[src/rtl/alu_result_stage_if.sv]
// Opcode type shared with the ALU, plus the handshake bundle between the ALU,
// the result stage and register-file write-back.
package alu_result_pkg;
    typedef enum logic [3:0] {
        ALU_OP_AND = 4'd0,
        ALU_OP_OR  = 4'd1,
        ALU_OP_XOR = 4'd2,
        ALU_OP_NOT = 4'd3,
        ALU_OP_ADD = 4'd4,
        ALU_OP_SUB = 4'd5,
        ALU_OP_SHL = 4'd6,
        ALU_OP_SHR = 4'd7,
        ALU_OP_CPR = 4'd8
    } enum_alu_opcode_t;
endpackage

interface alu_result_stage_if #(
    parameter int DATA_WIDTH = 16,
    parameter int DEST_WIDTH = 3
);
    import alu_result_pkg::*;

    logic                  in_valid;
    logic                  in_ready;
    enum_alu_opcode_t      in_opcode;
    logic [DATA_WIDTH-1:0] in_result;
    logic [2:0]            in_flag;
    logic [DEST_WIDTH-1:0] in_dest;

    logic                  wb_valid;
    logic                  wb_ready;
    logic [DATA_WIDTH-1:0] wb_data;
    logic [DEST_WIDTH-1:0] wb_dest;

    // master: the ALU side producing results and the register file consuming them
    modport master (
        output in_valid, in_opcode, in_result, in_flag, in_dest, wb_ready,
        input  in_ready, wb_valid, wb_data, wb_dest
    );

    modport slave (
        input  in_valid, in_opcode, in_result, in_flag, in_dest, wb_ready,
        output in_ready, wb_valid, wb_data, wb_dest
    );
endinterface

[src/rtl/alu_result_stage.sv]
// ALU result stage: 2-entry write-back FIFO for data results and a persistent
// condition-flag register fed by compare operations, with jump evaluation.
module alu_result_stage
    import alu_result_pkg::*;
#(
    parameter int DATA_WIDTH = 16,
    parameter int DEST_WIDTH = 3
) (
    input  logic       clk,
    input  logic       rst_n,
    alu_result_stage_if.slave bus,
    input  logic       flush,
    input  logic [2:0] cond_sel,
    output logic [2:0] flags_q,
    output logic       flag_valid,
    output logic       jump_take,
    output logic       flag_err
);

    logic [1:0]            count_reg, count_next;
    logic [DATA_WIDTH-1:0] data_reg [2];
    logic [DATA_WIDTH-1:0] data_next [2];
    logic [DEST_WIDTH-1:0] dest_reg [2];
    logic [DEST_WIDTH-1:0] dest_next [2];

    logic [2:0] flags_reg;
    logic       flag_valid_reg;
    logic       flag_err_reg;

    logic accept;
    logic is_cpr;
    logic push;
    logic pop;
    logic flag_legal;

    assign bus.in_ready = (count_reg != 2'd2);
    assign bus.wb_valid = (count_reg != 2'd0);
    assign bus.wb_data  = data_reg[0];
    assign bus.wb_dest  = dest_reg[0];

    assign accept     = bus.in_valid && bus.in_ready;
    assign is_cpr     = (bus.in_opcode == ALU_OP_CPR);
    assign push       = accept && !is_cpr;
    assign pop        = bus.wb_valid && bus.wb_ready;
    assign flag_legal = (bus.in_flag == 3'b100) || (bus.in_flag == 3'b010) ||
                        (bus.in_flag == 3'b001);

    // Entry 0 is always the head; entry 1 shifts down when the head leaves.
    always_comb begin
        count_next = count_reg;
        for (int i = 0; i < 2; i++) begin
            data_next[i] = data_reg[i];
            dest_next[i] = dest_reg[i];
        end
        if (flush) begin
            count_next = 2'd0;
        end else if (push && pop) begin
            // only reachable with count 1: the new entry replaces the head
            data_next[0] = bus.in_result;
            dest_next[0] = bus.in_dest;
        end else if (pop) begin
            count_next = count_reg - 2'd1;
            if (count_reg == 2'd2) begin
                data_next[0] = data_reg[1];
                dest_next[0] = dest_reg[1];
            end
        end else if (push) begin
            count_next = count_reg + 2'd1;
            if (count_reg == 2'd0) begin
                data_next[0] = bus.in_result;
                dest_next[0] = bus.in_dest;
            end else begin
                data_next[1] = bus.in_result;
                dest_next[1] = bus.in_dest;
            end
        end
    end

    always_ff @(posedge clk or negedge rst_n) begin
        if (!rst_n) begin
            count_reg <= 2'd0;
            for (int i = 0; i < 2; i++) begin
                data_reg[i] <= '0;
                dest_reg[i] <= '0;
            end
        end else begin
            count_reg <= count_next;
            for (int i = 0; i < 2; i++) begin
                data_reg[i] <= data_next[i];
                dest_reg[i] <= dest_next[i];
            end
        end
    end

    // Flags are architectural state: a flush of the result buffer leaves them alone.
    always_ff @(posedge clk or negedge rst_n) begin
        if (!rst_n) begin
            flags_reg      <= 3'b000;
            flag_valid_reg <= 1'b0;
            flag_err_reg   <= 1'b0;
        end else begin
            flag_err_reg <= accept && is_cpr && !flag_legal;
            if (accept && is_cpr && flag_legal) begin
                flags_reg      <= bus.in_flag;
                flag_valid_reg <= 1'b1;
            end
        end
    end

    assign flags_q    = flags_reg;
    assign flag_valid = flag_valid_reg;
    assign flag_err   = flag_err_reg;

    always_comb begin
        jump_take = 1'b0;
        case (cond_sel)
            3'b000:  jump_take = 1'b1;
            3'b001:  jump_take = flags_reg[2];
            3'b010:  jump_take = flags_reg[1];
            3'b011:  jump_take = flags_reg[0];
            3'b100:  jump_take = flags_reg[2] | flags_reg[1];
            3'b101:  jump_take = flags_reg[2] | flags_reg[0];
            3'b110:  jump_take = ~flags_reg[2];
            default: jump_take = 1'b0;
        endcase
        if (!flag_valid_reg && (cond_sel != 3'b000) && (cond_sel != 3'b111))
            jump_take = 1'b0;
    end

endmodule

[src/flat_wrapper.sv]
// flat-port wrapper written by rule: the top's interface ports become plain ports
module alu_result_stage_flat import alu_result_pkg::*;
#(
    parameter int DATA_WIDTH = 16,
    parameter int DEST_WIDTH = 3
)
  (clk, rst_n, flush, cond_sel, flags_q, flag_valid, jump_take, flag_err, bus_in_valid, bus_in_opcode, bus_in_result, bus_in_flag, bus_in_dest, bus_wb_ready, bus_in_ready, bus_wb_valid, bus_wb_data, bus_wb_dest);
  alu_result_stage_if #(.DATA_WIDTH(DATA_WIDTH), .DEST_WIDTH(DEST_WIDTH)) bus_i ();
  input  logic clk;
  input  logic rst_n;
  input  logic flush;
  input  logic [2:0] cond_sel;
  output logic [2:0] flags_q;
  output logic flag_valid;
  output logic jump_take;
  output logic flag_err;
  input wire logic [$bits(bus_i.in_valid)-1:0] bus_in_valid;
  input wire logic [$bits(bus_i.in_opcode)-1:0] bus_in_opcode;
  input wire logic [$bits(bus_i.in_result)-1:0] bus_in_result;
  input wire logic [$bits(bus_i.in_flag)-1:0] bus_in_flag;
  input wire logic [$bits(bus_i.in_dest)-1:0] bus_in_dest;
  input wire logic [$bits(bus_i.wb_ready)-1:0] bus_wb_ready;
  output wire logic [$bits(bus_i.in_ready)-1:0] bus_in_ready;
  output wire logic [$bits(bus_i.wb_valid)-1:0] bus_wb_valid;
  output wire logic [$bits(bus_i.wb_data)-1:0] bus_wb_data;
  output wire logic [$bits(bus_i.wb_dest)-1:0] bus_wb_dest;
  assign bus_i.in_valid = bus_in_valid;
  assign bus_i.in_opcode = bus_in_opcode;
  assign bus_i.in_result = bus_in_result;
  assign bus_i.in_flag = bus_in_flag;
  assign bus_i.in_dest = bus_in_dest;
  assign bus_i.wb_ready = bus_wb_ready;
  assign bus_in_ready = bus_i.in_ready;
  assign bus_wb_valid = bus_i.wb_valid;
  assign bus_wb_data = bus_i.wb_data;
  assign bus_wb_dest = bus_i.wb_dest;
  alu_result_stage #(.DATA_WIDTH(DATA_WIDTH), .DEST_WIDTH(DEST_WIDTH)) u_core (.clk(clk), .rst_n(rst_n), .bus(bus_i), .flush(flush), .cond_sel(cond_sel), .flags_q(flags_q), .flag_valid(flag_valid), .jump_take(jump_take), .flag_err(flag_err));
endmodule
[config.mk]
export PLATFORM = sky130hd
export DESIGN_NAME = alu_result_stage_flat
export DESIGN_NICKNAME = d
export VERILOG_FILES = /design/src/rtl/alu_result_stage_if.sv /design/src/rtl/alu_result_stage.sv /design/src/flat_wrapper.sv
export SDC_FILE = /design/constraint.sdc
export NUM_CORES = 1
export LEC_CHECK = 0
export CAP_MARGIN = 0
export CORE_MARGIN = 3
export CORE_UTILIZATION = 45
export DETAILED_ROUTE_END_ITERATION = 16
export HOLD_SLACK_MARGIN = 0.03
export PLACE_DENSITY = 0.82
export RECOVER_POWER = 100
export SLEW_MARGIN = 20
export SYNTH_ARGS = -nofsm -noshare
export SYNTH_HDL_FRONTEND = slang
export SYNTH_SLANG_ARGS = --single-unit
[constraint.sdc]
create_clock -name clk -period 2.6 [get_ports clk]
set_clock_uncertainty 0.2 [all_clocks]
set_input_delay 0.52 -clock clk [delete_from_list [all_inputs] [get_ports clk]]
set_output_delay 0.52 -clock clk [all_outputs]
set_load 0.01 [all_outputs]
==> After elaboration in Yosys (flattened, before gate mapping) <==
Index checks and enable logic that the tools add are counted.
Widths: inputs -> output; s select.
{ "op_classes": {"addsub": 2, "reduce_logical": 24, "muxes": 18, "eq_ne": 15, "bitwise": 7} }
{ "op_table": {"columns": ["cell", "n"], "rows": [
  ["$mux 16", 5],
  ["$mux 32", 1],
  ["$mux 3", 5],
  ["$eq 3x3->1 const B", 4],
  ["$reduce_bool 3->1", 4],
  ["$eq 3x2->1 const B", 3],
  ["$logic_and 1x1->1", 9],
  ["$mux 2", 4],
  ["$pmux 1 s7", 1],
  ["$eq 3x1->1 const B", 2],
  ["$mux 6", 1],
  ["$ne 3x3->1 const B", 2],
  ["$not 1->1", 5],
  ["$reduce_and 5->1", 1],
  ["$eq 4x4->1 const B", 1],
  ["$ne 2x2->1 const B", 2],
  ["$reduce_and 4->1", 1],
  ["$logic_not 1->1", 3],
  ["$logic_not 3->1", 1],
  ["$add 2x1->2 const B", 1],
  ["$eq 2x2->1 const B", 1],
  ["$logic_not 2->1", 1],
  ["$logic_or 1x1->1", 2],
  ["$or 1x1->1", 2],
  ["4 further kinds", 4]
]} }
{ "totals": {"reg_bits": 45, "elab_cells": 74, "in_bits": 34, "output_inout_bits": 27} }

==> Depth between registers and ports, before layout <==
Gate-level depths: netlist of run 1.
{ "depth": {"word_depth": 7, "mapped_depth": 8, "ltp_nobuf": 5} }

==> Worst setup path after synthesis of run 1 <==
OpenSTA, ideal clock, no wires.
{ "synth_path": {"path_type": "input port to flip-flop", "start": "input bus_in_opcode[1]", "end": "register u_core.data_reg[10] in the netlist's numbering", "t_arrival_ps": 1930, "setup_time_ps": 125, "setup_slack_ps": 345, "stages": 7, "required_time_ps": 2275, "path_cell_list": "or4b_1 buf_6 nand2_4 or4b_1 buf_6 buf_12 mux2_4"} }
{ "synth_between": {"elab_chain_cells": 6} }
{ "synth_lines": {"columns": ["element", "line_no", "rtl"], "rows": [
  ["start, declared", "flat_wrapper.sv:18", "input wire logic [$bits(bus_i.in_opcode)-1:0] bus_in_opcode;"],
  ["$eq 4x4->1 (*)", "alu_result_stage.sv:42", "assign is_cpr = (bus.in_opcode == ALU_OP_CPR);"],
  ["$logic_not 1->1 (*)", "alu_result_stage.sv:43", "assign push = accept && !is_cpr;"],
  ["$logic_and 1x1->1 (*)", "alu_result_stage.sv:43", null],
  ["$logic_and 1x1->1", "alu_result_stage.sv:57", "end else if (push && pop) begin"],
  ["$not 1->1 (no line)", null, null],
  ["$reduce_and 5->1 (no line) (*)", null, null],
  ["end signal, assigned by index", "alu_result_stage.sv:89", "data_reg[i] <= data_next[i];"],
  ["end, declared", "alu_result_stage.sv:21", "logic [DATA_WIDTH-1:0] data_reg [2];"]
]} }
Mark *: on every way between the ends. The rest lies on a longest branch, timed or not.
A chain may end at the register's enable or synchronous reset.

==> Worst setup path in the final report of run 1 <==
{ "layout_path": {"start": "register u_core.count_reg[0]", "end": "output bus_in_ready"} }
{ "layout_between": {"elab_chain_cells": 1} }
{ "layout_lines": {"columns": ["element", "line_no", "rtl"], "rows": [
  ["start, declared", "alu_result_stage.sv:20", "logic [1:0] count_reg, count_next;"],
  ["start signal, assigned", "alu_result_stage.sv:87", "count_reg <= count_next;"],
  ["$ne 2x2->1", "alu_result_stage.sv:36", "assign bus.in_ready = (count_reg != 2'd2);"],
  ["end, declared", "flat_wrapper.sv:23", "output wire logic [$bits(bus_i.in_ready)-1:0] bus_in_ready;"]
]} }
No other way between the ends.

==> flow_summary.toml, run 1 <==
[outcome]
status = "finished clean"

[setup_path]
crit_type = "reg -> out"
slowest_delay_ps = 620
crit_arrival_ps = 1800
cp-start-kind = "flop"
crit_required_ps = 1880
path_cells = "nor2b_1, inv_1, dlygate4sd3_1"
crit_slowest_cell = "dlygate4sd3_1"
cp-end-kind = "output pin"
crit_fanout = 9

[synthesis]
synth-seq-cells = 45
synth_cell_type_count = 41
synth_top_family_by_area = "multiplexers"
post_synth_instance_area_um2 = 2440
synthArstFlopShare_pct = 100
synth_fa_ha_area_share_pct = 0
synth_cells = 221
synthTopCellsByCount = "45 x dfrtp_1, 23 x o21ai_0, 22 x buf_4"
synth_edf_count = 0
ys_warn_count = 0
yosys.area_share.simple_pct = 13.7
synth.area.top_cells = "dfrtp_1 46%, mux2i_1 7.8%, buf_4 6.8%, mux2_4 6.2%, and2_1 5.1%"
synth_top_area_cell = "dfrtp_1"
synth_nets = 255
synthFlopType = "dfrtp_1"
synth_xor_area_share_pct = 0.359
post-synth-top-count-cell = "dfrtp_1"
ys_seq_area_share_pct = 46.2
synth_top_area_share_pct = 46.2
synthMuxAreaShare_pct = 18.1
synth-compound-area-share_pct = 10.8
avgSynthCellArea_um2 = 11.0

[detailed_routing]
dr_total_vias = 1690
first_iter_violations = 65
wl_um = 4630
post_drt_wl_per_cell_um = 13.7
vias_per_cell = 5.00
first_pass_iters = 4
drtAntennaViolNets = 0
drc_errors = 0

[placement]
port-buffer-count = 60
hpwl_um = 3450
gp_congestion = 0.746

[clock_network]
cts_root_buf = "clkbuf_8"
clk_path_buf_depth = 2
cts_tree = "done"
clk_pin_slew_ps = 70
clock-sinks = 45
cts-buffers-inserted = 5
postCtsSetupBuffers = 0
htree_num_levels = 2
clock_latency_ps = 290

[floorplanning]
fp.dieArea_um2 = 6340
initial_core_util_pct = 47.2
num_rows = 26
die-width_um = 79.6
die_h_um = 79.6
ios = 61
core_um2 = 5170

[cells_and_area]
drive_gt1_share_pct = 11.2
utilization_pct = 58.5
area_growth_pct = 24.1
nNetsFinal = 302
fillCellCount = 443
diodes = 0

[timing]
fmax_mhz = 397
slew_headroom_pct = 42.0
fin_hold_ws_ps = 277
fin_crit_sh_pct = 96.9
rsz0062_at_grt = "no"
tightest_slew_ps = 870
report.final.slew_viol_count = 0
hold_violations = 0
finalSetupViolations = 0
finalCriticalPeriod_ps = 2520

[power]
leakagePower_nw = 1.38
cellPowerDensity_nw_per_um2 = 574
max-vdd-ir-drop_v = 0.000252

[global_route]
antenna_found_initial = 0
grt_max_degree = 39
grt_pass1_vias = 1644
grt_first_pass_wirelength_um = 7670
grt_overflow = 0
grt_usage_pct = 15.6

[hold_path]
hp-class = "reg -> reg"

[job]
max-cap-violations = 0
==> area by class of cell <==
type                            count  area, um2  area share [%]
Sequential cell                    45       1130            37.2
Multi-Input combinational cell    141       1010            33.5
Timing Repair Buffer               72        701            23.2
Tap cell                           70       87.6            2.89
Clock buffer                        7       86.3            2.85
Inverter                            3       11.3           0.372
==> cell usage in the layout (no fill, tap or decap), drive strengths merged, types with 2 or more instances in the layout <==
cell type,n
clkbuf,12
clkdlybuf4s50,32
dfrtp,45
nand3b,2
nand2b,2
a21o,3
o21bai,2
dlygate4sd3,27
nand2,22
and2,20
buf,7
inv,3
mux2,19
mux2i,19
nand3,2
a21oi,6
o21ai,24
or4b,2
==> logic make-up after synthesis <==
kind of cell / count (synthesis)
AND/OR/NAND/NOR: 58
flip-flops: 45
buffers and inverters: 35
multiplexers: 38
XOR/XNOR: 1
AO/OA/AOI/OAI: 44
==> critical path, delay by kind of cell, from the launching register on <==
family                 cells  cell delay, ps
and+or+nand+nor            1             290
buffers and inverters      2             740
DFF                        1             480
==> routing by layer <==
layer,GRT usage (%),wire length (um),vias up
met3,2.60,194,7
met4,6.70,90,0
met1,19.6,1960,807
met2,26.5,2380,36
met5,0,0,-
li1,-,-,840
==> through the flow <==
stage	TNS, ps	power (W)	std cells	area [um2]	setup slack (ps)
after floorplan	0	0.00121	221	2440	345
after global placement	-755	0.00137	330	3000	-88.6
after detailed placement	-1770	0.00139	330	3000	-123
after CTS	0	0.00182	338	3090	108
after global routing	0	0.00184	338	3030	8.02
final	0	0.00174	338	3030	80.3
==> worst paths after layout <==
| kind | start | endpoint | slack, ps | cells past startpoint |
|---|---|---|---|---|
| worst max-delay path | u_core.count_reg[0]$_DFFE_PN0P_ | bus_in_ready | 80 | 3 |
| worst min-delay path | u_core.bus.wb_data[10]$_DFFE_PN0P_ | u_core.bus.wb_data[10]$_DFFE_PN0P_ | 280 | 2 |
| worst max register to register | u_core.count_reg[0]$_DFFE_PN0P_ | u_core.data_reg[8]$_DFFE_PN0P_ | 650 | 3 |
| worst min register to register | u_core.bus.wb_data[10]$_DFFE_PN0P_ | u_core.bus.wb_data[10]$_DFFE_PN0P_ | 280 | 2 |
| max in group asynchronous | rst_n | u_core.data_reg[4]$_DFFE_PN0P_ | 510 | 3 |
| min in group asynchronous | rst_n | u_core.data_reg[13]$_DFFE_PN0P_ | 520 | 2 |
==> power breakdown <==
part	total, W	leakage (nW)	internal, W	switching (W)
clock	0.000426	0.0443	0.000211	0.000215
sequential	0.000899	0.563	0.000833	0.0000661
combinational	0.000413	0.770	0.000240	0.000173
total	0.00174	1.38	0.00128	0.000454
==> timing repair <==
item	CTS	global route
hold endpoints to repair	8	0
hold buffers	1	0
setup endpoints to repair	1	0
gates resized for setup	1	0
Note: power is estimated with default switching activity, not from simulation.
==> run 2, diff against run 1 <==
CORE_MARGIN = 2   (was 3)
==> run 2 against run 1 <==
Effect of this change:
- sequential power about the same
- highest routed layer unchanged
- clock power decreased by 0.9%
- non-clock buffer count fell by 2
- fmax rose by 3.7%
- flip-flop and latch count stayed put
- critical path type is now in -> reg
- register-to-register slack better by 50 ps
- utilization is the same
==> flow_summary.toml, run 2 (synthesis results as in run 1) <==
[outcome]
status = "finished clean"

[clock_network]
cts_tree = "done"
cts_root_buf = "clkbuf_8"
clock-sinks = 45
clk_pin_slew_ps = 90
htree_num_levels = 2
clock_latency_ps = 290
clk_path_buf_depth = 2
cts-buffers-inserted = 5
cts-hold-fix-buffers = 0

[setup_path]
crit_required_ps = 2580
crit_cells = 7
slowest_delay_ps = 600
crit_fanout = 19
crit_arrival_ps = 2410
cp-start-kind = "primary input"
crit_type = "in -> reg"
cp-end-kind = "flop"
crit_slowest_cell = "or4b_1"
path_cells = "clkdlybuf4s50_1, or4b_1, clkbuf_1, nand3_1, buf_12, mux2i_1, o21ai_0"
rr_worst_depth = 3
critPathTopFamily = "buffers and inverters"
crit_buf_inv = 3

[detailed_routing]
post_drt_wl_per_cell_um = 13.5
dr_total_vias = 1692
wl_um = 4560
drc_errors = 0
first_pass_iters = 3
first_iter_violations = 39
vias_per_cell = 5.02
drtAntennaViolNets = 0

[global_route]
grt_pass1_vias = 1775
grt_first_pass_wirelength_um = 8020
grt_max_degree = 39
grt_overflow = 0
antenna_found_initial = 0
grt_usage_pct = 16.7

[timing]
fmax_mhz = 411
rsz0062_at_grt = "no"
finalSetupViolations = 0
slew_headroom_pct = 7.15
fin_crit_sh_pct = 93.5
tns_ps = 0
hold_violations = 0
report.final.slew_viol_count = 0
tightest_slew_ps = 1390
setup_ws_ps = 170
finalCriticalPeriod_ps = 2430

[floorplanning]
ios = 61
die-width_um = 77.6
core_um2 = 5170
num_rows = 26
die_h_um = 77.6
fp.dieArea_um2 = 6030
initial_core_util_pct = 47.2

[power]
leakagePower_nw = 1.38
cellPowerDensity_nw_per_um2 = 573
max-vdd-ir-drop_v = 0.000221

[cells_and_area]
drive_gt1_share_pct = 12.4
nNetsFinal = 300
fillCellCount = 436
diodes = 0
final_cell_mix = "45 x dfrtp_1, 30 x clkdlybuf4s50_1, 26 x dlygate4sd3_1"
area_growth_pct = 24.1
final_common_cell = "dfrtp_1"

[hold_path]
hold_depth = 2
hp-class = "reg -> reg"

[job]
max-cap-violations = 0

[placement]
hpwl_um = 3440
place_ws_ps = -147
gp_congestion = 0.815
port-buffer-count = 60
[run 2: worst paths after layout]
check | to | slack, ps | from
setup reg to reg | u_core.data_reg[11]$_DFFE_PN0P_ | 700 | u_core.count_reg[0]$_DFFE_PN0P_
hold / removal | u_core.bus.wb_data[11]$_DFFE_PN0P_ | 280 | u_core.bus.wb_data[11]$_DFFE_PN0P_
hold reg to reg | u_core.bus.wb_data[11]$_DFFE_PN0P_ | 280 | u_core.bus.wb_data[11]$_DFFE_PN0P_
max in group asynchronous | u_core.bus.wb_data[3]$_DFFE_PN0P_ | 730 | rst_n
min in group asynchronous | u_core.bus.wb_data[11]$_DFFE_PN0P_ | 330 | rst_n
setup / recovery | u_core.bus.wb_data[0]$_DFFE_PN0P_ | 170 | bus_in_opcode[1]
[run 2: worst reg2reg max path, cell delays in order (launching register included)]
cell      delay (ps)
dfrtp_1          480
or4b_1           460
clkbuf_4         270
mux2_1           370
[run 2: metrics by stage]
step                total power [W]  hold slack, ps  cells  instance area, um2  utilization [%]
floorplan                   0.00121            24.4    221                2440                -
global placement            0.00137             260    329                2990             57.8
detailed placement          0.00139             270    329                2990             57.8
CTS                         0.00181            36.4    337                3080             59.5
global route                0.00184             305    337                3030             58.5
finish                      0.00173             277    337                3030             58.5
[run 2: cell type report]
cell class | instances | area [um2] | area share [%]
clock buffer | 6 | 72.6 | 2.40
clock inverter | 2 | 15.0 | 0.496
inverter | 3 | 11.3 | 0.372
sequential | 45 | 1130 | 37.2
tap | 70 | 87.6 | 2.89
timing repair buffer | 70 | 684 | 22.6
multi-input combinational | 141 | 1030 | 34.0
[run 2: power breakdown]
part | switching (W) | leakage (nW) | internal [W] | total (W)
combinational | 0.000173 | 0.781 | 0.000242 | 0.000415
clock | 0.000232 | 0.0374 | 0.000189 | 0.000422
sequential | 0.0000646 | 0.563 | 0.000833 | 0.000897
total | 0.000470 | 1.38 | 0.00126 | 0.00173
[run 2: repair_timing]
item                                    in CTS  in global routing
buffers inserted                             0                  0
endpoints found under the setup margin       1                  1
endpoints found under the hold margin        0                  0
gates resized for setup                      3                  1
[run 2: per-layer routing]
metal / track usage (%) / routed length [um] / part of all wire, %
met1: 19.4 / 1890 / 41
met2: 30.3 / 2450 / 54
met3: 3.72 / 150 / 3.3
met4: 5.18 / 67 / 1.5
met5: 0 / 0 / 0
==> run 3, diff against run 2 <==
SLEW_MARGIN = not set   (was 20)
==> results of run 3 <==
Same layout as run 2: the final DEF is identical, and so are final timing and power.
